## config.mk

```make
export PLATFORM = sky130hd
export DESIGN_NAME = seq_detect_1_flat
export DESIGN_NICKNAME = d
export VERILOG_FILES = /design/src/rtl/seq_detect_1_if.sv /design/src/rtl/seq_detect_1.sv /design/src/flat_wrapper.sv
export SDC_FILE = /design/constraint.sdc
export NUM_CORES = 1
export LEC_CHECK = 0
export BUFFER_PORTS_ARGS = -buffer_cell sky130_fd_sc_hd__buf_2
export CORE_AREA = 3 3 40 42
export CTS_CLUSTER_SIZE = 14
export DETAILED_ROUTE_END_ITERATION = 10
export DIE_AREA = 0 0 43 45
export SLEW_MARGIN = 20
export SYNTH_ARGS = -nofsm -noshare
export SYNTH_HDL_FRONTEND = slang
export SYNTH_SLANG_ARGS = --single-unit
```

## constraint.sdc

```tcl
create_clock -name clk -period 1.6 [get_ports clk]
set_clock_uncertainty 0.05 [all_clocks]
set_input_delay 0.08 -clock clk [delete_from_list [all_inputs] [get_ports clk]]
set_output_delay 0.08 -clock clk [all_outputs]
set_load 0.005 [all_outputs]
```

## src/rtl/seq_detect_1_if.sv

```systemverilog
// -----------------------------------------------------------------------------
// seq_detect_1_if : serial input and result pulses of the seq_detect_1 checker.
// Optional macro SEQ_DETECT_1_STATS_EN adds the match/mismatch counters.
// -----------------------------------------------------------------------------
interface seq_detect_1_if;
    logic        data;
    logic        match;
    logic        not_match;
`ifdef SEQ_DETECT_1_STATS_EN
    logic [15:0] match_cnt;
    logic [15:0] mismatch_cnt;
`endif

`ifdef SEQ_DETECT_1_STATS_EN
    // Source of the serial stream, consumer of the results.
    modport master (
        output data,
        input  match,
        input  not_match,
        input  match_cnt,
        input  mismatch_cnt
    );

    // The checker itself.
    modport slave (
        input  data,
        output match,
        output not_match,
        output match_cnt,
        output mismatch_cnt
    );
`else
    // Source of the serial stream, consumer of the results.
    modport master (
        output data,
        input  match,
        input  not_match
    );

    // The checker itself.
    modport slave (
        input  data,
        output match,
        output not_match
    );
`endif
endinterface

```

## src/rtl/seq_detect_1.sv

```systemverilog
// -----------------------------------------------------------------------------
// seq_detect_1 : non-overlapping fixed-length serial word checker.
// The input stream is cut into consecutive LEN-bit groups (first bit = MSB)
// starting at the first edge after reset release. Each completed group gives
// a one-cycle registered match or not_match pulse. There is no
// resynchronisation: a mismatch does not shift the group boundaries.
// Optional macro SEQ_DETECT_1_STATS_EN adds saturating 16-bit counters
// match_cnt / mismatch_cnt on the interface.
// -----------------------------------------------------------------------------
module seq_detect_1 #(
    parameter int             LEN     = 6,
    parameter logic [LEN-1:0] PATTERN = 6'b011100
) (
    input  logic             clk,
    input  logic             rst_n,
    seq_detect_1_if.slave    bus
);

    localparam int CNT_W = $clog2(LEN);

    // Only the LEN-1 earlier bits need storing; the last bit is taken live.
    logic [CNT_W-1:0] cnt_r;
    logic [LEN-2:0]   sh_r;
    logic             match_r;
    logic             not_match_r;

    logic [LEN-1:0]   word_s;
    logic             last_s;
    logic             hit_s;
    logic [CNT_W-1:0] cnt_nxt_s;

    // Assemble the current group and decide whether this edge closes it.
    always_comb begin
        word_s    = {sh_r, bus.data};
        last_s    = (cnt_r == CNT_W'(LEN - 1));
        hit_s     = (word_s == PATTERN);
        cnt_nxt_s = cnt_r;
        if (last_s) begin
            cnt_nxt_s = {CNT_W{1'b0}};
        end else begin
            cnt_nxt_s = cnt_r + CNT_W'(1);
        end
    end

    // Bit position, shift history and the registered result pulses.
    always_ff @(posedge clk or negedge rst_n) begin
        if (!rst_n) begin
            cnt_r       <= {CNT_W{1'b0}};
            sh_r        <= {(LEN-1){1'b0}};
            match_r     <= 1'b0;
            not_match_r <= 1'b0;
        end else begin
            cnt_r       <= cnt_nxt_s;
            sh_r        <= word_s[LEN-2:0];
            match_r     <= last_s & hit_s;
            not_match_r <= last_s & ~hit_s;
        end
    end

    assign bus.match     = match_r;
    assign bus.not_match = not_match_r;

`ifdef SEQ_DETECT_1_STATS_EN
    logic [15:0] match_cnt_r;
    logic [15:0] mismatch_cnt_r;

    // Saturating event counters, stepped on the same edge as their pulse.
    always_ff @(posedge clk or negedge rst_n) begin
        if (!rst_n) begin
            match_cnt_r    <= 16'h0000;
            mismatch_cnt_r <= 16'h0000;
        end else begin
            if (last_s && hit_s && (match_cnt_r != 16'hFFFF)) begin
                match_cnt_r <= match_cnt_r + 16'h0001;
            end else begin
                match_cnt_r <= match_cnt_r;
            end
            if (last_s && !hit_s && (mismatch_cnt_r != 16'hFFFF)) begin
                mismatch_cnt_r <= mismatch_cnt_r + 16'h0001;
            end else begin
                mismatch_cnt_r <= mismatch_cnt_r;
            end
        end
    end

    assign bus.match_cnt    = match_cnt_r;
    assign bus.mismatch_cnt = mismatch_cnt_r;
`endif

endmodule

```

## src/flat_wrapper.sv

```systemverilog
// flat-port wrapper written by rule: the top's interface ports become plain ports
module seq_detect_1_flat 
#(
    parameter int             LEN     = 6,
    parameter logic [LEN-1:0] PATTERN = 6'b011100
)
  (clk, rst_n, bus_data, bus_match, bus_not_match);
  seq_detect_1_if bus_i ();
  input  logic clk;
  input  logic rst_n;
  input wire logic [$bits(bus_i.data)-1:0] bus_data;
  output wire logic [$bits(bus_i.match)-1:0] bus_match;
  output wire logic [$bits(bus_i.not_match)-1:0] bus_not_match;
  assign bus_i.data = bus_data;
  assign bus_match = bus_i.match;
  assign bus_not_match = bus_i.not_match;
  seq_detect_1 #(.LEN(LEN), .PATTERN(PATTERN)) u_core (.clk(clk), .rst_n(rst_n), .bus(bus_i));
endmodule
```

==> results list, run 1 <==
- The worst register-to-register path has a setup slack of 0.62 ns.
- Number of register bits inferred by synthesis: 10
* Initial core utilization: 24.93%
- Number of setup buffers added after CTS: 0
* Via density per instance: 4.067
* Data required time of the critical path: 1.70 ns
- H-Tree Depth: 1
* Via Count: 183
* Clk network pwr share: 44.5%
- Sorting the synthesized cells by area gives the leading types as dfrtp_1, mux2_2, mux2i_1.
- Number of top-level pins: 5
- Timing analysis after detailed placement gives a worst setup slack of 0.6164 ns.
* Number of warnings reported in the yosys synthesis log: 0
- Number of detailed-route iterations in the first pass: 2
* Clock tree root buffer cell: clkbuf_4
- Counting flops with an async set or reset pin after synthesis yields a share of 100.0%.
* Antenna violation net count after detailed routing: 0
* Wire length reported by the detailed router: 433 um
- Capturing point of the worst reg2reg path: u_core.bus.not_match
- Setup repair after global routing left no endpoint under its margin.
- Proportion of power drawn by flip-flops and latches: 52.9%
* Clock sink total: 10
- Based on the critical path, the design can be clocked at up to 948.4 MHz.
* Final Max Slew Viols: 0
- Path type of the worst setup path: input port to flop
- Summed over all cells, the static leakage comes to 0.1957 nW.
- Measured against its own limit, the worst slew margin works out to 85.68%.
- Worst setup path endpoint: u_core.bus.not_match
- Library cell with the highest instance count after synthesis: dfrtp_1
- TritonCTS built the clock tree.
- The flow ran to the end, and the final reports show no timing, DRC or antenna violations.
- The count of buffers added on input and output ports is 4.
- Hold is met by 0.1524 ns.
* Die Area: 1935 um2
- Net count of the mapped netlist: 23
- Arr. time, crit path: 1.16 ns
- Nets: 34
- The total area inside the core boundary comes to 1285 um2.
* Worst min path class: input port to async pin
- In this run the worst path has a maximum fanout of 2.
- In this run, CTS created clock tree buffers numbering 3.
- The largest total area in the synthesized netlist belongs to dfrtp_1.
* Floorplan row count: 13
- Setup crit start: bus_data
- The synthesized netlist contains 11 unique library cells.
* Global-route wire length before repair: 772 um
- The worst register-to-register path has a depth of 2.
* Hold Fails Final Rpt: 0
* Final setup viols: 0
- The routed design could run at a clock period as short as 1.054 ns.
- Die height: 45 um
* Weighted congestion at the end of routability-driven global placement: 0.7263
* Violation count after the first detailed-routing iteration: 1
* Cell count after synthesis: 20
- After detailed routing, the number of remaining DRC violations is 0.
- Net switching is 18.60% of the power.
- Later-pin clock latency in the skew report: 0.26 ns
- Non-filler cells in the finished layout: 45
- Setup tns final: 0 ns
- STA classifies the critical path startpoint as an input port.
- After detailed placement, the design holds a cell count of 39.
- The final critical path takes up 65.90% of the cycle.
- Internal: 0.0004033 W
- Horizontal die dimension: 43 um
- STA classifies the critical path endpoint as a flop.
- Clock-pin slew reported for the worst setup and hold paths after clock tree synthesis: 0.07 ns
* Maximum number of pins on one net before global-route repair: 11
- Power share of the combinational group: 2.6%
- Across the VDD grid, the largest voltage drop is 545.3 uV.
- Part of the Yosys area used for sequential elements: 78.13%
- Averaged over all synthesized cells, the footprint is 16.02 um2.
- For this design the total switching power over the nets is 0.00009214 W.
- The synthesized design contains 0 enable-type register cells.
- At the pin with the least slew margin, the transition time is 0.2149 ns.
- Via count of the first global-routing pass: 198
* GRT Overall Usage: 6.186%
* Total congestion overflow: 0
* Dominant synthesized flop cell: dfrtp_1
* Total power per unit cell area: 1193 nW/um2
* Number of gates resized after cts: 0
- Synthesis-to-layout area growth: 29.69%
* Bufs on Longest Clock Path: 2
* Netlist Area Pre-Place: 320.3 um2
- Hold repair after CTS inserted 2 buffers.
* Diodes inserted: 0
- Overall power: 0.0004954 W
- Antenna violations before repair: 0
- Max Cap Violations: 0
* Wirelength per Cell: 9.622 um
- In the final layout, the share of cells above drive strength 1 is 33.33%.
- Worst-case setup margin in the final layout: 0.5456 ns
- The share of synthesized area in the top cell type comes to 78.13%.
- Startpoint of the worst-slack reg-to-reg timing path: u_core.sh_r[0]
per-stage QoR:
step                      instance area [um2]  utilization [%]
after floorplan                         320.3                -
after global placement                  359.1            27.95
after detailed placement                359.1            27.95
after CTS                               415.4            32.33
after global routing                    415.4            32.33
final                                   415.4            32.33
metal layers:
layer  vias to the layer above  GRT usage (%)  share of wire [%]
li1                         85              -                  -
met1                        89          5.330                 39
met2                         9          8.683                 46
met3                         0          7.968                 15
met4                         0          1.807                  0
met5                         -              0                  0
power by group through the flow:
stage | logic, W | registers, W | clock network [W]
CTS | 0.0000132 | 0.000262 | 0.000229
detailed placement | 0.00000935 | 0.000267 | 0
global route | 0.0000146 | 0.000263 | 0.000242
floorplan | 0.00000200 | 0.000266 | 0
finish | 0.0000127 | 0.000262 | 0.000221
global placement | 0.00000852 | 0.000266 | 0
final cells by class:
class,count,area [um2]
fill,133,869.6
timing repair buffer,6,40.04
multi-input combinational,9,66.31
tap,15,18.77
inverter,1,3.754
clock buffer,4,36.28
sequential,10,250.2
cells in the final DEF (no fill, tap or decap), drive strengths merged:
cell type     n
dfrtp        10
buf           4
clkbuf        4
dlygate4sd3   2
nor2          1
mux2          1
inv           1
or2           1
nand4b        1
nand3b        1
o21ba         1
nor3          1
nand2         1
mux2i         1
flip-flops by register name, summed over array words and instances, names as in the netlist:
name,cells
u_core.cnt_r,3
u_core.bus.not_match,1
u_core.sh_r,5
u_core.bus.match,1
kinds of logic after synthesis:
logic type	Yosys count	synth area share [%]
AOI/OAI and AO/OA	1	3.125
and+or+nand+nor	6	10.94
muxes	2	6.641
DFF	10	78.13
buffers and inverters	1	1.171
worst min path at each step:
| stage | end | slack [ns] | depth (start not counted) | startpoint |
|---|---|---|---|---|
| 2_1_floorplan | u_core.bus.match | -0.27 | 0 | rst_n |
| 3_3_place_gp | u_core.sh_r[4] | -0.12 | 1 | rst_n |
| 3_5_place_dp | u_core.bus.not_match | -0.11 | 1 | rst_n |
| 4_1_cts | u_core.bus.not_match | 0.16 | 2 | rst_n |
| 5_1_grt | u_core.cnt_r[0] | 0.18 | 2 | rst_n |
| 6_report | u_core.bus.match | 0.15 | 2 | rst_n |
critical path, stage by stage:
cell           delay [ns]
dlygate4sd3_1        0.52
buf_2                0.12
or2_1                0.22
o21ba_2              0.22
Note: power is estimated with default switching activity, not from simulation.
==> run 2: changes to the inputs <==
Clock period 1.6 ns to 1 ns, I/O delays scaled along.
==> results list, run 2 (synthesis results as in run 1) <==
- Status: finished, final reports clean
- In this run the number of H-tree levels came out at 1.
- Cells with a size suffix above 1 make up 31.03% of the layout.
- Capturing point of the worst reg2reg path: u_core.bus.not_match
* Hold Fails Final Rpt: 0
- CP delay by family, top: flip-flops
- In the layout the commonest cells are dfrtp_1, buf_2, clkbuf_4, dlygate4sd3_1.
* Final-layout fill cell count: 135
- Die Area: 1935 um2
- Entering global routing, the biggest net connects 11 pins.
- Max FFs per register: 5
- Summed over all failing endpoints, the final setup total negative slack is 0 ns.
* Number of gates resized after cts: 0
- STA classifies the critical path startpoint as a flop.
* Critical path buffer and inverter count: 0
- Once the clock tree was built, the setup fixing pass inserted 0 buffers.
- Clock sink total: 10
- Via Count: 181
- Total congestion overflow: 0
- Data required time of the critical path: 1.09 ns
- The finished cells cover 401.6 um2.
- Type of element capturing the critical path: flop
- Diodes inserted: 0
* Antenna violations before repair: 0
- Worst slew pin tran: 0.2156 ns
* Reg2Reg Depth: 2
- Worst Hold Slack: 0.03573 ns
- Violation count after the first detailed-routing iteration: 0
* Leak pwr: 0.1885 nW
- Number of top-level pins: 5
- Across the VDD grid, the largest voltage drop is 552.0 uV.
- Worst Hold Launch: bus_data
* Final cycle utilization of the critical path: 94.81%
- Global-route wire length before repair: 800 um
- Register with the most flip-flops: u_core.sh_r
* Worst slack after detailed placement: 0.03551 ns
* Unrepaired setup endpoints after global routing: false
- DP Area: 359.1 um2
- After the flow finishes, the layout carries non-filler instances totaling 44.
- Relative to the synthesized area, the layout overhead comes to 25.39%.
* Number of detailed-route iterations in the first pass: 1
* Horizontal die dimension: 43 um
- Nets: 34
- Floorplan row count: 13
* Wire length reported by the detailed router: 445 um
- Max Cap Violations: 0
- Reg2Reg Setup Slack: 0.05 ns
* Via count of the first global-routing pass: 212
- For this run, the slowest stage of the critical path takes 0.37 ns.
* Total power per unit cell area: 1727 nW/um2
* Commonest non-fill, non-tap cell in the layout: dfrtp_1
* Wirelength per Cell: 10.11 um
- Once routing completed, OpenROAD measured the worst setup slack at 0.05190 ns.
- Weighted congestion at the end of routability-driven global placement: 0.6852
- Based on the critical path, the design can be clocked at up to 1055 MHz.
- Hold worst-path end: u_core.bus.match
* DRC violations left: 0
- In this run, CTS created clock tree buffers numbering 3.
* Clock-pin slew reported for the worst setup and hold paths after clock tree synthesis: 0.06 ns
- On the critical path, the stage with the largest delay is an instance of dfrtp_1.
- Worst min path class: input port to flop
* Crit-path max FO: 2
- In this run the clock root is driven by a clkbuf_4.
* Arr. time, crit path: 1.04 ns
* Hold Path Depth: 3
- The total area inside the core boundary comes to 1285 um2.
- The later pin in the worst-skew pair is clocked with a latency of 0.25 ns.
* Number of buffer cells added on primary ports: 4
- The critical path goes through or2_1, o21ba_2.
- The clock passes through at most 2 buffers.
- CTS tree: built
* Final setup viols: 0
- The largest registers in the layout are u_core.sh_r x5, u_core.cnt_r x3.
* Final Max Slew Viols: 0
- For this configuration, the core starts out at a cell density of 24.93%.
- Die height: 45 um
* Antenna violation net count after detailed routing: 0
- Path type of the worst setup path: flop to flop
* Via density per instance: 4.114
- Including well taps, the total number of placed cells is 39.
- The startpoint identified for the worst register-to-register timing path is u_core.sh_r[0].
- Global routing used 6.261% of the available tracks across all layers.
- Max transition margin: 85.63%
- Min Tclk post-route: 0.9481 ns
==> run 2: worst max path at each step <==
stage / from / slack (ns) / to / cells after the start
4_1_cts: u_core.sh_r[0] / 0.03 / u_core.bus.not_match / 2
5_1_grt: u_core.sh_r[0] / 0.02 / u_core.bus.not_match / 2
3_5_place_dp: u_core.sh_r[0] / 0.04 / u_core.bus.not_match / 2
6_report: u_core.sh_r[0] / 0.05 / u_core.bus.not_match / 2
3_3_place_gp: u_core.sh_r[0] / 0.04 / u_core.bus.not_match / 2
2_1_floorplan: u_core.sh_r[0] / 0.06 / u_core.bus.not_match / 2
==> run 2: final cells by class <==
| cell class | count | area, um2 | area share, % |
|---|---|---|---|
| flip-flops and latches | 10 | 250.2 | 62.31 |
| inverters | 1 | 3.754 | 0.9346 |
| clock buffers | 3 | 22.52 | 5.607 |
| repair buffers | 6 | 40.04 | 9.969 |
| well taps | 15 | 18.77 | 4.673 |
| multi-input cells | 9 | 66.31 | 16.51 |
==> run 2: timing repair <==
item | 4_1_cts | 5_1_grt
setup endpoints to repair | 0 | 1
hold buffers | 2 | 0
endpoints found under the hold margin | 11 | 0
==> run 2: metrics by stage <==
stage               power (W)  util [%]
finish              0.0006937     31.26
global route        0.0007246     31.26
CTS                 0.0007077     31.26
detailed placement  0.0004420     27.95
global placement    0.0004397     27.95
floorplan           0.0004285         -
==> run 2: power breakdown <==
group           total, W  internal (W)  switching, W
Sequential      0.000419      0.000415    0.00000443
Clock           0.000254      0.000138      0.000116
Combinational  0.0000205    0.00000987     0.0000106
==> run 2: worst reg2reg max path: cells and delay by family, from the launching register on <==
family           cells  cell delay (ns)
AND/OR/NAND/NOR      1             0.22
flip-flops           1             0.37
AO/OA/AOI/OAI        1             0.21
==> run 2: per-layer routing <==
layer	global-route usage, %	part of all wire, %	vias up
li1	-	-	84
met1	6.566	45	90
met2	7.784	46	5
met3	2.789	8.3	2
met4	9.036	0.90	0
met5	0	0	-
